File: src/rtl/vmul_arbiter.sv
// vmul_arbiter: shares one pipelined multiplier among four requesters.
// A winner is picked among the active requests, and its operands are latched
// into the registers that feed the multiplier. The block then waits out the
// multiplier latency and returns the product with a one-hot done pulse.
// Optional feature macro: VMUL_ARB_FIXED_PRIO_EN selects fixed priority
// (requester 0 highest) instead of the default round-robin.
module vmul_arbiter #(
  parameter int WIDTH = 16,
  parameter int LAT   = 3
) (
  input  logic                 clk,
  input  logic                 rst_n,
  input  logic [3:0]           req,
  input  logic [4*WIDTH-1:0]   a_in,
  input  logic [4*WIDTH-1:0]   b_in,
  output logic [3:0]           gnt,
  output logic [1:0]           sel,
  output logic [WIDTH-1:0]     mul_a,
  output logic [WIDTH-1:0]     mul_b,
  output logic                 mul_go,
  input  logic [2*WIDTH-1:0]   mul_p,
  output logic [3:0]           done,
  output logic [2*WIDTH-1:0]   p_out
);

  typedef enum logic {IDLE, BUSY} state_t;

  state_t               state, state_nxt;
  logic [1:0]           ptr, ptr_nxt;
  logic [3:0]           cnt, cnt_nxt;
  logic [1:0]           win;
  logic [1:0]           sel_nxt;
  logic [WIDTH-1:0]     mula_nxt, mulb_nxt;
  logic [2*WIDTH-1:0]   pout_nxt;
  logic [3:0]           gnt_nxt, done_nxt;
  logic                 go_nxt;
`ifndef VMUL_ARB_FIXED_PRIO_EN
  logic [1:0]           cand;
`endif

  // Pick the winner among the active requests; the last match in the scan holds the highest priority
  always_comb begin
    win = 2'd0;
`ifdef VMUL_ARB_FIXED_PRIO_EN
    for (int i = 3; i >= 0; i--) begin
      if (req[i]) win = 2'(i);
    end
`else
    cand = ptr;
    for (int k = 4; k >= 1; k--) begin
      cand = ptr + 2'(k);
      if (req[cand]) win = cand;
    end
`endif
  end

  // Next-state and next-output logic. The counter is loaded with LAT when the
  // multiplier is started. Completion happens on the edge where it reads zero,
  // and this is the first edge at which mul_p is valid.
  always_comb begin
    state_nxt = state;
    ptr_nxt   = ptr;
    cnt_nxt   = cnt;
    sel_nxt   = sel;
    mula_nxt  = mul_a;
    mulb_nxt  = mul_b;
    pout_nxt  = p_out;
    gnt_nxt   = 4'b0000;
    done_nxt  = 4'b0000;
    go_nxt    = 1'b0;
    case (state)
      IDLE: begin
        if (|req) begin
          sel_nxt   = win;
          mula_nxt  = a_in[win*WIDTH +: WIDTH];
          mulb_nxt  = b_in[win*WIDTH +: WIDTH];
          gnt_nxt   = 4'b0001 << win;
          go_nxt    = 1'b1;
`ifndef VMUL_ARB_FIXED_PRIO_EN
          ptr_nxt   = win;
`endif
          cnt_nxt   = 4'(LAT);
          state_nxt = BUSY;
        end
      end
      BUSY: begin
        if (cnt == 4'd0) begin
          pout_nxt  = mul_p;
          done_nxt  = 4'b0001 << sel;
          state_nxt = IDLE;
        end else begin
          cnt_nxt = cnt - 4'd1;
        end
      end
      default: state_nxt = IDLE;
    endcase
  end

  // State and output registers; reset discards any operation in flight
  always_ff @(posedge clk or negedge rst_n) begin
    if (!rst_n) begin
      state  <= IDLE;
      ptr    <= 2'd3;
      cnt    <= 4'd0;
      sel    <= 2'd0;
      mul_a  <= '0;
      mul_b  <= '0;
      p_out  <= '0;
      gnt    <= 4'b0000;
      done   <= 4'b0000;
      mul_go <= 1'b0;
    end else begin
      state  <= state_nxt;
      ptr    <= ptr_nxt;
      cnt    <= cnt_nxt;
      sel    <= sel_nxt;
      mul_a  <= mula_nxt;
      mul_b  <= mulb_nxt;
      p_out  <= pout_nxt;
      gnt    <= gnt_nxt;
      done   <= done_nxt;
      mul_go <= go_nxt;
    end
  end

endmodule

File: config.mk
export PLATFORM = sky130hd
export DESIGN_NAME = vmul_arbiter
export DESIGN_NICKNAME = d
export VERILOG_FILES = /design/src/rtl/vmul_arbiter.sv
export SDC_FILE = /design/constraint.sdc
export NUM_CORES = 1
export LEC_CHECK = 0
export BUFFER_PORTS_ARGS = -buffer_cell sky130_fd_sc_hd__buf_4
export CAP_MARGIN = 15
export CORE_ASPECT_RATIO = 1.75
export CORE_MARGIN = 2
export CORE_UTILIZATION = 50
export CTS_BUF_LIST = sky130_fd_sc_hd__clkbuf_2
export CTS_CLUSTER_DIAMETER = 30
export DETAILED_ROUTE_END_ITERATION = 10
export PLACE_DENSITY_LB_ADDON = 0.05
export SLEW_MARGIN = 20
export SYNTH_ARGS = -nofsm -noshare
export SYNTH_HDL_FRONTEND = slang
export SYNTH_SLANG_ARGS = --single-unit
File: constraint.sdc
create_clock -name clk -period 4.44 [get_ports clk]
set_clock_uncertainty 0.05 [all_clocks]
set_input_delay 0.666 -clock clk [delete_from_list [all_inputs] [get_ports clk]]
set_output_delay 0.666 -clock clk [all_outputs]
set_load 0.005 [all_outputs]
=== Word-level counts from Yosys, hierarchy flattened ===
Cells that the tools add are included.

* Bits in registers: 82
* Input bits: 166
* Output and inout bits: 75
* Logic and storage cells: 53

* Add/subtract/negate cells: 4
* $lt $le $gt $ge: 4
* Eq/ne operators: 2
* Shifts and indexed selects: 4
* Multiplexer cells: 23
* Bitwise operators: 1
* Reductions and logical operators: 5

{| class="wikitable"
|+ Operators by type and width
! operator !! number
|-
| variable part select 64 x 7 -> 16 bit || 2
|-
| 2-to-1 mux 4 bit || 6
|-
| less-than comparator 2 x 3 -> 1 bit (second input constant) || 4
|-
| binary-select mux 1 bit (select 2 bit) || 4
|-
| 2-to-1 mux 2 bit || 4
|-
| case mux 4 bit (2 select lines) || 1
|-
| left shift 1 x 2 -> 4 bit (first input constant) || 2
|-
| 2-to-1 mux 1 bit || 7
|-
| AND reduction 2 bit || 3
|-
| adder 2 bit (second input constant) || 2
|-
| logical NOT 4 bit || 1
|-
| != test 2 bit (second input constant) || 2
|-
| OR reduction 4 bit || 1
|-
| subtractor 4 x 1 -> 4 bit (second input constant) || 1
|-
| adder 2 x 1 -> 2 bit (second input constant) || 1
|-
| case mux 1 bit (2 select lines) || 1
|-
| inverter 1 bit || 1
|}

=== Longest topological paths before layout ===
* Depth after elaboration: 9
* Depth in mapped cells: 8
* Mapped depth without buffers: 7

=== Worst setup path before layout ===
OpenSTA, ideal clock, no wires.

* Path kind: input to register
* Start point: in req[1]
* End point: reg mul_a[0]
* Library setup time: 0.134 ns
* Arrival: 1.855 ns
* Required time: 4.256 ns
* Slack: 2.401 ns
* Stages: 7
* Path buffers: 2
* Cell sequence: o21ai_1 -> a21oi_2 -> or3_1 -> buf_6 -> buf_6 -> a211oi_2 -> a211oi_2

* Cells in the longest elaborated chain, start to end: 7
* Elaborated cells on any way between the ends: 15
* Those cells by class: 1 x shift; 12 x mux; 2 x reduce/logical

{| class="wikitable"
|+ Ends and longest elaborated chain
! what !! line !! text
|-
| start, declared || 13 || <nowiki>input logic [3:0] req,</nowiki>
|-
| binary-select mux 1 bit (select 2 bit) || 52 || <nowiki>if (req[cand]) win = cand;</nowiki>
|-
| 2-to-1 mux 1 bit (not written as such) || 52 ||
|-
| 2-to-1 mux 2 bit (4 in series) || 52 ||
|-
| variable part select 64 x 7 -> 16 bit || 75 || <nowiki>mula_nxt = a_in[win*WIDTH +: WIDTH];</nowiki>
|-
| end signal, assigned || 117 || <nowiki>mul_a <= mula_nxt;</nowiki>
|-
| end, declared || 18 || <nowiki>output logic [WIDTH-1:0] mul_a,</nowiki>
|}

Parallel ways exist; a longest one is shown, timed or not. The select of a mux whose other input is x is not followed.
A chain may end at the register's enable or synchronous reset.

=== Worst setup path in the final report ===
* Start point: reg ptr[0]
* End point: reg mul_b[1]

* Cells in the longest elaborated chain, start to end: 7
* Elaborated cells on any way between the ends: 16
* Those cells by class: 3 x add/sub; 1 x shift; 12 x mux

{| class="wikitable"
|+ Ends and longest elaborated chain
! what !! line !! text
|-
| start, declared || 29 || <nowiki>logic [1:0] ptr, ptr_nxt;</nowiki>
|-
| start signal, assigned || 114 || <nowiki>ptr <= ptr_nxt;</nowiki>
|-
| adder 2 bit / binary-select mux 1 bit (select 2 bit) (equally long branches) || 51, 52 ||
|-
| binary-select mux 1 bit (select 2 bit) / 2-to-1 mux 1 bit (equally long branches) || 52 ||
|-
| 2-to-1 mux 1 bit (not written as such) / 2-to-1 mux 2 bit (equally long branches) || 52 ||
|-
| 2-to-1 mux 2 bit (2 in series) || 52 ||
|-
| 2-to-1 mux 2 bit * || 52 ||
|-
| variable part select 64 x 7 -> 16 bit * || 76 || <nowiki>mulb_nxt = b_in[win*WIDTH +: WIDTH];</nowiki>
|-
| end signal, assigned || 118 || <nowiki>mul_b <= mulb_nxt;</nowiki>
|-
| end, declared || 19 || <nowiki>output logic [WIDTH-1:0] mul_b,</nowiki>
|}

Mark *: on every way between the ends. The rest lies on a longest branch, timed or not. The select of a mux whose other input is x is not followed.

==> metrics.md <==
| Metric | Value |
|---|---|
| Sink Count | 82 |
| FFs w/ async S/R, synth | 1.000 |
| Clk Latency, worst-skew pair | 0.55 ns |
| Nets | 787 |
| Slew Viols, Final | 0 |
| Placed cells | 726 |
| Worst EP arrival | 3.47 ns |
| Routed wire length | 12920 µm |
| Stages on worst setup path | 5 |
| First-pass GRT wire length | approximately 20000 µm |
| RSZ-0062 raised after global routing | false |
| # fillers | 696 |
| Crit path max-delay family | compound AO/OA/AOI/OAI gates |
| I/O Buffers | 240 |
| Post-synthesis sequential area ratio | 0.4674 |
| Drt wl/cell | around 17 µm |
| Mapped Area | between 4000 and 5000 µm² |
| Synth Flop Type | dfrtp_1 |
| CTS H-Tree Depth | 3 |
| # hold bufs at CTS | 0 |
| Setup crit start kind | flip-flop |
| DRC Markers | 0 |
| Crit-path most repeated cell | a211oi_1 |
| Die footprint | roughly 9600 µm² |
| Final setup margin | between 1 and 1.5 ns |
| EDFF count, synth | 0 |
| Min Tclk post-route | between 3 and 4 ns |
| DP HPWL | 9533 µm |
| Vias in the first global route | 4144 |
| Drt first pass iters | 5 |
| Gr ovfl total | 0 |
| Max Root-Sink Buffers | 2 |
| CTS tree | yes |
| CTS buffer count | 9 |
| Total setup buffers inserted after CTS | 0 |
| DP Worst Slack | 1.082 ns |
| Largest stage delay, worst path | 0.94 ns |
| Synthesized area per cell | 11.07 µm² |
| Core Area | 8615 µm² |
| Crit-path cells | o21ai_1 > a21oi_4 > or3_2 > a211oi_1 > a211oi_1 |
| Power Dens Cells | 582.2 nW/µm² |
| Mapped Cells | between 300 and 400 |
| Flops & latches, synth | 82 |
| Via Count | 3997 |
| Max Fanout on Critical Path | 35 |
| Initial Util | 0.5102 |
| Status | completed |
| Slew headroom | 0.2937 |
| Leakage | 2.984 nW |
| Final setup viols | 0 |
| Root Driver | clkbuf_2 |
| Row count | 45 |
| Peak Freq | 326.6 MHz |
| TNS Setup | 0 ns |
| Gpl congestion | around 0.79 |
| Path category of the worst min-delay check | primary input to async pin |
| Worst Path Buf+Inv | 0 |
| Final hold vios | 0 |
| Setup CP Type | flip-flop to flip-flop |
| Vias per cell | roughly 5.4 |
| FF/Latch Area | 2054 µm² |
| Warnings from Yosys | 0 |
| Worst path slowest cell | or3_2 |
| Design Power | 3.697 mW |
| CP required | 4.85 ns |
| Max Cap Violations | 0 |
| Clock-pin slew on the worst setup and hold paths | 0.23 ns |
| Area of the multi-input gates | around 2200 µm² |
| Netlist cell types | 36 |
| Post-synthesis net count | 564 |
| Worst reg-to-reg setup slack | 1.38 ns |
| Total GRT Usage | 0.2706 |
| DR iter-0 viols | 229 |
| Critical path capture point type | flip-flop |
| Area delta synth->final | 44.46% |
| Peak VDD IR | 332.9 µV |
| Largest net degree at the start of global routing | 83 |
| Final core utilization | 0.7371 |
| Die width | 74.88 µm |
| Fin crit share | 0.6895 |
| Post-Layout Cell Count | 743 |
| Antenna violations before repair | 1 |
| Top Ports | 241 |
| Worst-Margin Slew | 1.057 ns |
| Antenna viol nets, final | 0 |
| Die height | 128.0 µm |
| Post_cts resized | 0 |
| Share of layout cells above drive strength 1 | 0.5600 |
| Worst reg2reg path depth | 5 |
## logic make-up after synthesis
kind of cell,synth area share
buffers and inverters,0.04782
multiplexers,0.1594
adder cells (fa/ha/maj),0.002846
flip-flops,0.4674
AND/OR/NAND/NOR,0.1386
AO/OA/AOI/OAI,0.1839
## state kept, by name (all words and copies together), names as in the netlist
signal and cells:
mul_a 16, ptr 2, mul_b 16, cnt 4, done 4, p_out 32
gnt 4, sel 2, mul_go 1, state 1
## cell type report
| cell class | count | area share |
|---|---|---|
| clock buffer | 9 | 0.007094 |
| multi-input combinational | 279 | 0.3401 |
| antenna | 1 | 0.0003941 |
| timing repair buffer | 244 | 0.2910 |
| clock inverter | 7 | 0.01202 |
| inverter | 4 | 0.002759 |
| tap | 117 | 0.02305 |
| sequential | 82 | 0.3235 |
## per-layer routing
metal / routed length, µm / global-route usage / share of wire
met5: 0 / 0 / 0
met1: 4636 / 0.3099 / 0.36
met4: 295 / 0.1082 / 0.023
met3: 924 / 0.06289 / 0.072
met2: 7061 / 0.4711 / 0.55
## synthesized netlist by cell type (all sizes together) (2+ instances only)
cell	number	area, µm²
a211oi	64	705.7
a21oi	5	36.29
and3	2	12.51
buf	21	151.4
clkbuf	11	41.29
dfrtp	80	2002
dfstp	2	52.55
inv	4	17.52
mux2	32	360.4
mux2i	34	340.3
nand2	39	146.4
nand2b	4	25.02
nor2	41	156.4
nor3	36	185.2
nor3b	3	22.52
nor4	2	12.51
o21ai	6	41.29
or2	2	12.51
## stage by stage
stage / hold slack, ns / cell area, µm²
after floorplan: 0.3204 / 4395
after global placement: 0.4421 / 6221
after detailed placement: 0.4467 / 6221
after CTS: 0.1987 / 6342
after global routing: 0.07829 / 6350
final: 0.06040 / 6350
## power by group
| part | switching [mW] | internal [mW] |
|---|---|---|
| combinational | 0.943 | 1.02 |
| sequential | 0.219 | 1.10 |
| clock | 0.278 | 0.134 |
| total | 1.44 | 2.26 |
## worst paths after layout
check                      startpoint   endpoint
setup / recovery               ptr[0]   mul_b[1]
hold / removal                  rst_n   p_out[7]
setup reg to reg               ptr[0]   mul_b[1]
hold reg to reg                ptr[1]     ptr[1]
max in group asynchronous       rst_n   mul_a[7]
min in group clk            mul_p[14]  p_out[14]
## worst register-to-register path, cell delays in order, from the launching register on
cell and delay (ns):
dfstp_2 0.63, o21ai_1 0.12, a21oi_4 0.78, or3_2 0.95
a211oi_1 0.19, a211oi_1 0.27
## placed cells by master (no fill, tap or decap), types with 2 or more instances in the layout
master / count
nor4_1: 2
or2_1: 2
nand2_1: 39
mux2_2: 32
o21ai_0: 2
buf_4: 242
inv_6: 2
nor2_1: 40
o21ai_1: 3
dfrtp_1: 80
nor3_1: 35
clkinvlp_4: 2
mux2i_1: 34
inv_1: 3
a21oi_1: 2
a211oi_1: 19
dfstp_2: 2
a211oi_2: 45
clkbuf_2: 9
and3_1: 2
nor3b_1: 3
nand2b_1: 4
a21oi_4: 2
No activity file was read; power rests on OpenSTA's default activity.
